===== config.mk =====
export PLATFORM = sky130hd
export DESIGN_NAME = dmem_arbiter
export DESIGN_NICKNAME = d
export VERILOG_FILES = /design/src/rtl/dmem_arbiter.sv
export SDC_FILE = /design/constraint.sdc
export NUM_CORES = 1
export LEC_CHECK = 0
export CAP_MARGIN = 0
export CORE_MARGIN = 5
export CORE_UTILIZATION = 29
export DETAILED_ROUTE_END_ITERATION = 10
export GPL_ROUTABILITY_DRIVEN = 0
export HOLD_SLACK_MARGIN = 0.1
export PLACE_DENSITY = 0.91
export RECOVER_POWER = 50
export SYNTH_ARGS = -nofsm -noshare
export SYNTH_HDL_FRONTEND = slang
export SYNTH_SLANG_ARGS = --single-unit

===== constraint.sdc =====
create_clock -name clk -period 3.9 [get_ports clk]
set_clock_uncertainty 0.1 [all_clocks]
set_input_delay 1.17 -clock clk [delete_from_list [all_inputs] [get_ports clk]]
set_output_delay 1.17 -clock clk [all_outputs]
set_load 0.02 [all_outputs]

===== src/rtl/dmem_arbiter.sv =====
`default_nettype none
// ============================================================================
// Module      : dmem_arbiter
// Description : Two-port round-robin arbiter in front of a single-ported data
//               memory; one access every two cycles, range-checked, with a
//               registered read response. Define DMEM_ARB_FIXED_PRIO_EN to
//               give port 0 fixed priority instead of round-robin.
// Revision    : 1.0 - initial release
// ============================================================================
module dmem_arbiter #(
    parameter int ADDR_W    = 32,
    parameter int DATA_W    = 32,
    parameter int MEM_DEPTH = 64
) (
    input  logic              clk,
    input  logic              reset,
    input  logic              p0_req,
    input  logic              p0_we,
    input  logic [ADDR_W-1:0] p0_addr,
    input  logic [DATA_W-1:0] p0_wdata,
    input  logic              p1_req,
    input  logic              p1_we,
    input  logic [ADDR_W-1:0] p1_addr,
    input  logic [DATA_W-1:0] p1_wdata,
    output logic              p0_gnt,
    output logic              p1_gnt,
    output logic              p0_rvalid,
    output logic              p1_rvalid,
    output logic              p0_err,
    output logic              p1_err,
    output logic [DATA_W-1:0] rdata,
    output logic              mem_write,
    output logic              mem_read,
    output logic [ADDR_W-1:0] mem_addr,
    output logic [DATA_W-1:0] mem_wdata,
    input  logic [DATA_W-1:0] mem_rdata
);

    localparam logic              c_S_IDLE   = 1'b0;
    localparam logic              c_S_ACCESS = 1'b1;
    localparam logic [ADDR_W-1:0] c_DEPTH    = ADDR_W'(MEM_DEPTH);

    logic              r_state;
    logic              r_owner;
    logic [DATA_W-1:0] r_rdata;
    logic              r_p0_rvalid;
    logic              r_p1_rvalid;
    logic              r_p0_err;
    logic              r_p1_err;

    logic              w_access;
    logic              w_any_req;
    logic              w_winner;
    logic              w_owner_we;
    logic              w_in_range;
    logic [ADDR_W-1:0] w_owner_addr;

    assign w_access     = (r_state == c_S_ACCESS);
    assign w_any_req    = p0_req | p1_req;
    assign w_owner_we   = r_owner ? p1_we   : p0_we;
    assign w_owner_addr = r_owner ? p1_addr : p0_addr;
    assign w_in_range   = (w_owner_addr < c_DEPTH);

`ifdef DMEM_ARB_FIXED_PRIO_EN
    assign w_winner = ~p0_req;
`else
    logic r_last_owner;

    // On contention the port that did not win last time takes the slot.
    assign w_winner = (p0_req & p1_req) ? ~r_last_owner : p1_req;

    always_ff @(posedge clk or negedge reset) begin
        if (!reset) begin
            r_last_owner <= 1'b1;
        end else if (!w_access && w_any_req) begin
            r_last_owner <= w_winner;
        end
    end
`endif

    always_ff @(posedge clk or negedge reset) begin
        if (!reset) begin
            r_state     <= c_S_IDLE;
            r_owner     <= 1'b0;
            r_rdata     <= '0;
            r_p0_rvalid <= 1'b0;
            r_p1_rvalid <= 1'b0;
            r_p0_err    <= 1'b0;
            r_p1_err    <= 1'b0;
        end else begin
            r_p0_rvalid <= 1'b0;
            r_p1_rvalid <= 1'b0;
            r_p0_err    <= 1'b0;
            r_p1_err    <= 1'b0;
            if (r_state == c_S_IDLE) begin
                if (w_any_req) begin
                    r_owner <= w_winner;
                    r_state <= c_S_ACCESS;
                end
            end else begin
                r_state <= c_S_IDLE;
                // Writes only report errors; rdata is left untouched by them.
                if (!w_owner_we) begin
                    r_rdata     <= w_in_range ? mem_rdata : '0;
                    r_p0_rvalid <= ~r_owner;
                    r_p1_rvalid <= r_owner;
                end
                r_p0_err <= ~r_owner & ~w_in_range;
                r_p1_err <=  r_owner & ~w_in_range;
            end
        end
    end

    // Enables decode from state, so an asynchronous reset drops them at once.
    assign p0_gnt    = w_access & ~r_owner;
    assign p1_gnt    = w_access &  r_owner;
    assign mem_write = w_access &  w_owner_we & w_in_range;
    assign mem_read  = w_access & ~w_owner_we & w_in_range;
    assign mem_addr  = w_owner_addr;
    assign mem_wdata = r_owner ? p1_wdata : p0_wdata;

    assign p0_rvalid = r_p0_rvalid;
    assign p1_rvalid = r_p1_rvalid;
    assign p0_err    = r_p0_err;
    assign p1_err    = r_p1_err;
    assign rdata     = r_rdata;

endmodule
`default_nettype wire


Yosys cells after proc, flatten, opt, wreduce, memory -nomap -nowiden --
Cells that the tools add are included.
Word-level totals: bits in latches 0, output and inout bits 104, memories 0, register bits 39, ROM bits 0, memory bits (writable) 0
Operators by class: div/mod/pow operators 0, order comparisons 1, shift-type cells 0, muxes and demuxes 13, equality and inequality tests 0, bitwise gates (word level) 15, multiply operators 0, add/sub/neg operators 0, reduce and logical (&&, ||, !) cells 4
Operator list (count):
- 2-to-1 mux 32 bit | 3
- < comparator 32 x 7 -> 1 bit, second input constant | 1
- 2-to-1 mux 1 bit | 10
- AND 1 bit | 9
- NOT 1 bit | 5
- AND reduction 2 bit | 2
- logical AND 1 bit | 1
- zero test 1 bit | 1
- bitwise OR 1 bit | 1

Depth between registers and ports, before layout --
Gate-level depths: netlist of the first run.
depth in word-level cells 5, gate-level depth with buffers 7, gate-level depth less buffers 4

Worst setup path before layout of the first run --
Ideal clock, no wire load.
path kind in2out, start point in p1_addr[18], end point out mem_write, arrival time 2636 ps, buffers on the path 0, data required time 2630 ps, setup slack -6 ps, stages on the path 4, path through or4_4 > nor4b_4 > o221ai_2 > nor4b_2
Between the ends: longest elaborated chain between the ends 3
Ends and longest elaborated chain:
- start: declaration | line 23 | input logic [ADDR_W-1:0] p1_addr,
- 2-to-1 mux 32 bit | line 61 | assign w_owner_addr = r_owner ? p1_addr : p0_addr;
- < comparator 32 x 7 -> 1 bit | line 62 | assign w_in_range = (w_owner_addr < c_DEPTH);
- AND 1 bit | line 117 | assign mem_write = w_access & w_owner_we & w_in_range;
- end: declaration | line 32 | output logic mem_write,
No other way between the ends.

Worst setup path in the final report of the first run --
start point in p1_addr[28], end point out mem_write
Same word-level chain as after synthesis.

==> results of run 1 <==
[synthesized netlist by cell type, drive strengths merged]
cell,number,share of area [%]
and3,1,0.24
mux2i,1,0.39
dfstp,1,1.0
o21ai,33,7.5
and2,1,0.24
and4,2,0.68
o221ai,1,0.58
dfrtp,38,37
nor3,4,0.77
a21o,1,0.29
a22o,2,0.68
nor4b,3,1.8
buf,11,2.3
a21oi,3,0.58
nor4,6,2.0
nand2,37,5.4
nand3,32,6.2
clkbuf,11,2.0
o221a,1,0.43
nand2b,1,0.24
nor2,8,1.2
mux2,64,28
or4,2,0.72
inv,3,0.43
[metrics by stage]
| stage | util (%) | setup TNS (ns) |
|---|---|---|
| 4_1_cts | 64.2 | -0.190 |
| 3_3_place_gp | 63.2 | -1.77 |
| 3_5_place_dp | 63.2 | -1.81 |
| 6_report | 64.9 | -0.0830 |
| 5_1_grt | 64.9 | -0.226 |
| 2_1_floorplan | - | 0 |
[power by group through the flow]
stage	Combinational, W	Sequential [W]	Clock, W
2_1_floorplan	0.000437	0.000440	0
3_3_place_gp	0.000926	0.000435	0
3_5_place_dp	0.000934	0.000436	0
4_1_cts	0.000939	0.000428	0.000268
5_1_grt	0.000980	0.000430	0.000284
6_report	0.000930	0.000428	0.000259
[timing repair]
action	in CTS	in global routing
setup buffers	0	2
endpoints found under the setup margin	3	2
pin swaps	9	14
gates resized for setup	55	16
[final cells by class]
cell class | count | share of cell area, %
Timing Repair Buffer | 294 | 51.0
Multi-Input combinational cell | 203 | 27.6
Sequential cell | 39 | 17.3
Tap cell | 108 | 2.39
Clock buffer | 7 | 1.35
Inverter | 3 | 0.199
Clock inverter | 1 | 0.0884
Antenna cell | 1 | 0.0442
[worst paths after layout]
check / startpoint / end / slack [ns] / depth (start not counted)
hold / removal: rdata[5]$_DFFE_PN0P_ / rdata[5]$_DFFE_PN0P_ / 0.38 / 2
setup / recovery: p1_addr[28] / mem_write / -0.06 / 6
setup reg to reg: r_owner$_DFFE_PN0P_ / rdata[24]$_DFFE_PN0P_ / 1.60 / 5
max in group asynchronous: reset / r_owner$_DFFE_PN0P_ / 0.98 / 1
hold reg to reg: rdata[5]$_DFFE_PN0P_ / rdata[5]$_DFFE_PN0P_ / 0.38 / 2
min in group asynchronous: reset / rdata[19]$_DFFE_PN0P_ / 1.38 / 1
[logic make-up after synthesis]
logic type,Yosys count
compound gates,41
buf+inv,25
flops,39
mux,65
simple gates,97
[layer usage]
metal | vias up | routed length, µm | part of all wire [%]
met5 | - | 0 | 0
met4 | 0 | 332 | 2.6
met3 | 24 | 1040 | 8.1
met2 | 162 | 6730 | 52
met1 | 1533 | 4770 | 37
li1 | 1522 | - | -
[flip-flops by register name (all words and copies together) (netlist names)]
name,count
p0_err,1
p0_rvalid,1
p1_err,1
p1_rvalid,1
r_last_owner,1
r_owner,1
r_state,1
rdata,32
[worst reg2reg max path, delay by kind of cell, from the launching register on]
kind,cells,cell delay [ns]
AOI/OAI and AO/OA,1,0.12
buffers and inverters,1,0.31
DFF,1,0.42
muxes,1,0.31
and+or+nand+nor,2,0.91
==> impl_metrics.ini, run 1 <==
[finish]
synthToLayoutAreaGrowth_pct = 118
layoutNonFillerInstCount = 656
multi_input_area_um2 = 1560
layout_common_cells = clkdlybuf4s50_1, mux2_2, dlygate4sd3_1
final-seq-area_um2 = 978
mostFrequentLayoutCell = clkdlybuf4s50_1
layout.nets = 712
final_layout_size_suffix_gt1_share_pct = 23.6
fill_cells = 698
layout.cell_area.non_filler_um2 = 5660

[timing]
hold_viol_final = 0
setup_violations = 2
timing_max_transition_violations_final = 40
grt_setup_unrepaired = yes
worst_pin_slew_ns = 2.07
final.min_clock_period_ns = 3.96
worst_hold_slack_ns = 0.384
slew-limit-headroom_pct = -38.2
setup_ws_ns = -0.0638
timing.fmax_mhz = 252
timing.final.crit_share_pct = 102

[placement]
placed_cell_area_um2 = 5510
dpl.cell_count = 645
placement.setup.worst_slack_ns = -0.938
dp_hpwl_um = 10800
buffers_on_ports = 269

[yosys]
mappedNetlistNets = 433
synth.distinct_cells = 33
dominant_combinational_cell_family_by_area_after_synthesis = multiplexers
ys_seq_elements = 39
yosys_warnings = 0
netlist_instances = 267
post_synth_and_or_nand_nor_area_fraction_pct = 19.4
netlist_area_um2 = 2590
synthesis.area_per_instance_um2 = 9.72
yosys.area_share.adder_pct = 0
synth_compound_area_share_pct = 10.1
seq_total_area_yosys_pct = 37.7
post_synth_xor_area_fraction_pct = 0
post_synth_mux_area_share_pct = 28.2

[critical_path]
start_kind = input pin
worst_setup_path_end_kind = output pin
cp_data_arrival_time_ns = 2.69
crit_chain = buf_6 > or4_4 > nor4b_4 > o221ai_4 > nor4b_4 > buf_4
required_ns = 2.63
kind_of_cell_adding_the_most_delay_to_the_critical_path = simple AND/OR/NAND/NOR gates
worst-path-buf-inv = 2
worst_path_most_repeated_cell = nor4b_4
crit_fanout = 2
slowest_delay_ns = 0.54
worst_setup_path_type = input pin to output pin
cpMaxStageDelayCell = or4_4

[power]
ir_worst_vdd_uv = 187
power.density_nw_per_um2 = 286
cellInternalPower_w = 0.00105
part_of_the_total_power_dissipated_in_the_clock_network_pct = 16.0
netSwitchingPower_w = 0.000564
static-leakage-power_nw = 2.44
fin_total_pwr_w = 0.00162
power.switching_fraction_pct = 34.9
power.combinational.fraction_pct = 57.5
sequentialPowerShare_pct = 26.5

[route]
postRouteWirelength_um = 12900
wl_per_cell_um = 19.6
detailed_route_via_count = 3241
drc = 0
initialDrtViolationCount = 126
number_of_antenna_violating_nets_in_the_routed_design = 0
detail_route.first_pass.iterations = 4
avgViaCountPerCell = 4.94

[hold_path]
hold_path.class = flip-flop to flip-flop

[clock_network]
tritoncts = yes
tritoncts_num_sinks = 39
max-clock-path-buffers = 2
cts_root_buf = clkbuf_8
clkLatencyLatePin_ns = 0.28
ctsHtreeMaxLevel = 2
clk_pin_slew_worst_paths_ns = 0.07
cts.hold.buffers_added = 0
cts_buffers = 5

[grt]
gr-usage-met1_pct = 24.2
grt_start_max_net_pins = 66
grtUsageTotal_pct = 22.1
grt_overflow_total = 0
antenna_violations_before_repair = 1
busiest_layer = met2
via_count_of_the_first_global_routing_pass = 3470
met2_usage_pct = 40.6
grt_pass1_wl_um = 19300
grt_use_met3_pct = 7.58

[outcome]
violations = max-capacitance violations, max-slew violations, negative setup slack
status = finished, violations left

[die]
ios = 270
fp-row-count = 34
fp.dieArea_um2 = 10900
floorplan.initialDensity_pct = 29.8
floorplan.die.width_um = 105
core_area_um2 = 8720
chipHeight_um = 105

[job]
cap_violations = 1
(Power assumes the default switching activity.)
==> run 2, diff against run 1 <==
ABC_CLOCK_PERIOD_IN_PS = 3900   (was not set)
==> results of run 2 <==
Final layout, timing and power as in run 1 (identical DEF).
==> run 3, diff against run 2 <==
ABC_CLOCK_PERIOD_IN_PS = 4200   (was 3900)
clock period = 4.2 ns   (was 3.9 ns; I/O delays follow)
==> run 3 against run 2 <==
Compared with the run above: the run ends with max-capacitance violations, max-slew violations left; clock power fell by 8.1%; routed wire length fell by 2.5%; final area fell by 0.33%; critical path depth did not move; combinational power fell by 7.6%; utilization fell by 0.22 points; setup slack improved by 0.096 ns; largest power group unchanged.
==> impl_metrics.ini, run 3 (same netlist as run 1, synthesis figures left out) <==
[route]
wl_per_cell_um = 19.2
initialDrtViolationCount = 84
detailed_route_via_count = 3182
avgViaCountPerCell = 4.88
detail_route.first_pass.iterations = 4
drc = 0
number_of_antenna_violating_nets_in_the_routed_design = 0
postRouteWirelength_um = 12500

[grt]
via_count_of_the_first_global_routing_pass = 3549
antenna_violations_before_repair = 1
grtUsageTotal_pct = 21.7
grt_overflow_total = 0
grt_start_max_net_pins = 75
grt_pass1_wl_um = 18900

[outcome]
status = finished, violations left
violations = max-capacitance violations, max-slew violations

[hold_path]
timing.hold.worst.start = rdata[27]$_DFFE_PN0P_
hold_path.class = flip-flop to flip-flop
min_path_cells = 2
timing.hold.worst_endpoint = rdata[27]$_DFFE_PN0P_

[power]
power.combinational.fraction_pct = 57.4
power.switching_fraction_pct = 34.7
static-leakage-power_nw = 2.28
ir_worst_vdd_uv = 148
part_of_the_total_power_dissipated_in_the_clock_network_pct = 15.9
fin_total_pwr_w = 0.00150
cellInternalPower_w = 0.000976
power.density_nw_per_um2 = 265
netSwitchingPower_w = 0.000519
sequentialPowerShare_pct = 26.6

[critical_path]
cpMaxStageDelayCell = or4_4
cp_data_arrival_time_ns = 2.81
worst_setup_path_type = input pin to output pin
crit_fanout = 2
crit_chain = dlygate4sd2_1 > or4_4 > nor4_4 > o221ai_4 > nor4b_2 > buf_4
rrSetupSlack_ns = 1.78
r2r_cells = 5
worst_setup_path_end_kind = output pin
slowest_delay_ns = 0.43
worst_r2r_startpoint = r_owner$_DFFE_PN0P_
required_ns = 2.84
worstReg2RegEnd = rdata[25]$_DFFE_PN0P_
start_kind = input pin

[clock_network]
clkLatencyLatePin_ns = 0.28
ctsHtreeMaxLevel = 2
tritoncts = yes
max-clock-path-buffers = 2
clk_pin_slew_worst_paths_ns = 0.07
tritoncts_num_sinks = 39
cts_root_buf = clkbuf_8
cts_buffers = 5

[die]
fp-row-count = 34
ios = 270
chipHeight_um = 105
floorplan.die.width_um = 105
core_area_um2 = 8720
floorplan.initialDensity_pct = 29.8
fp.dieArea_um2 = 10900

[placement]
buffers_on_ports = 269
dp_hpwl_um = 10400
placed_cell_area_um2 = 5480

[finish]
final_layout_size_suffix_gt1_share_pct = 22.7
layout_common_cells = clkdlybuf4s50_1, mux2_2, nand2_1, dfrtp_1, nand3_1
layout.nets = 707
fill_cells = 690
synthToLayoutAreaGrowth_pct = 117
layout.cell_area.non_filler_um2 = 5640
max_reg_flops = 32
post-route-util_pct = 64.7
mostFrequentLayoutCell = clkdlybuf4s50_1

[timing]
grt_setup_unrepaired = yes
timing.final.crit_share_pct = 99.2
timing_max_transition_violations_final = 40
hold_viol_final = 0
slew-limit-headroom_pct = -33.3
setup_violations = 0
worst_pin_slew_ns = 2.00
timing.fmax_mhz = 240
final.min_clock_period_ns = 4.17

[job]
cap_violations = 1
==> run 3: area by class of cell <==
type / instances / area, µm² / share of cell area [%]
multi-input combinational: 203 / 1570 / 27.8
antenna: 2 / 5.00 / 0.0887
clock inverter: 2 / 12.5 / 0.222
sequential: 39 / 978 / 17.3
tap: 108 / 135 / 2.39
clock buffer: 6 / 72.6 / 1.29
timing repair buffer: 289 / 2860 / 50.6
inverter: 3 / 11.3 / 0.200
==> run 3: per-layer routing <==
| metal | up-vias | share of wire [%] | GRT usage, % |
|---|---|---|---|
| met5 | - | 0 | 0 |
| li1 | 1514 | - | - |
| met3 | 27 | 11 | 9.62 |
| met1 | 1466 | 35 | 22.7 |
| met4 | 0 | 3.2 | 8.31 |
| met2 | 175 | 51 | 38.2 |
==> run 3: worst max-delay path by stage <==
| stage | from | to | slack (ns) | depth (start not counted) |
|---|---|---|---|---|
| 2_1_floorplan | p1_addr[18] | mem_write | 0.11 | 4 |
| 3_3_place_gp | p0_addr[18] | mem_write | -0.79 | 6 |
| 3_5_place_dp | p0_addr[18] | mem_write | -0.82 | 6 |
| 4_1_cts | p1_addr[28] | mem_write | -0.08 | 6 |
| 5_1_grt | p1_addr[20] | mem_write | -0.08 | 6 |
| 6_report | p0_addr[18] | mem_write | 0.03 | 6 |
==> run 3: timing repair <==
action,4_1_cts,5_1_grt
setup endpoints to repair,2,2
hold buffers,0,0
pin swaps,10,11
gates resized for setup,50,13
buffers inserted,0,0
==> run 3: worst max-delay path, delay by kind of cell <==
| family | cells | cell delay, ns |
|---|---|---|
| compound gates | 1 | 0.16 |
| buf+inv | 2 | 0.44 |
| simple gates | 3 | 0.94 |
==> run 3: per-stage QoR <==
stage	instances	TNS [ns]	hold slack [ns]	setup WS, ns
after detailed placement	642	-1.58	0.373	-0.820
final	652	0	0.381	0.0327
after global routing	651	-0.0793	0.398	-0.0793
after CTS	650	-0.0798	0.389	-0.0798
after global placement	642	-1.52	0.361	-0.787
after floorplan	267	0	0.363	0.114
==> run 3: power by group through the flow <==
stage / Clock, W / Combinational (W) / Sequential, W
final: 0.000238 / 0.000859 / 0.000398
after global routing: 0.000271 / 0.000910 / 0.000399
after CTS: 0.000251 / 0.000864 / 0.000398
after detailed placement: 0 / 0.000855 / 0.000404
after global placement: 0 / 0.000851 / 0.000404
after floorplan: 0 / 0.000404 / 0.000408
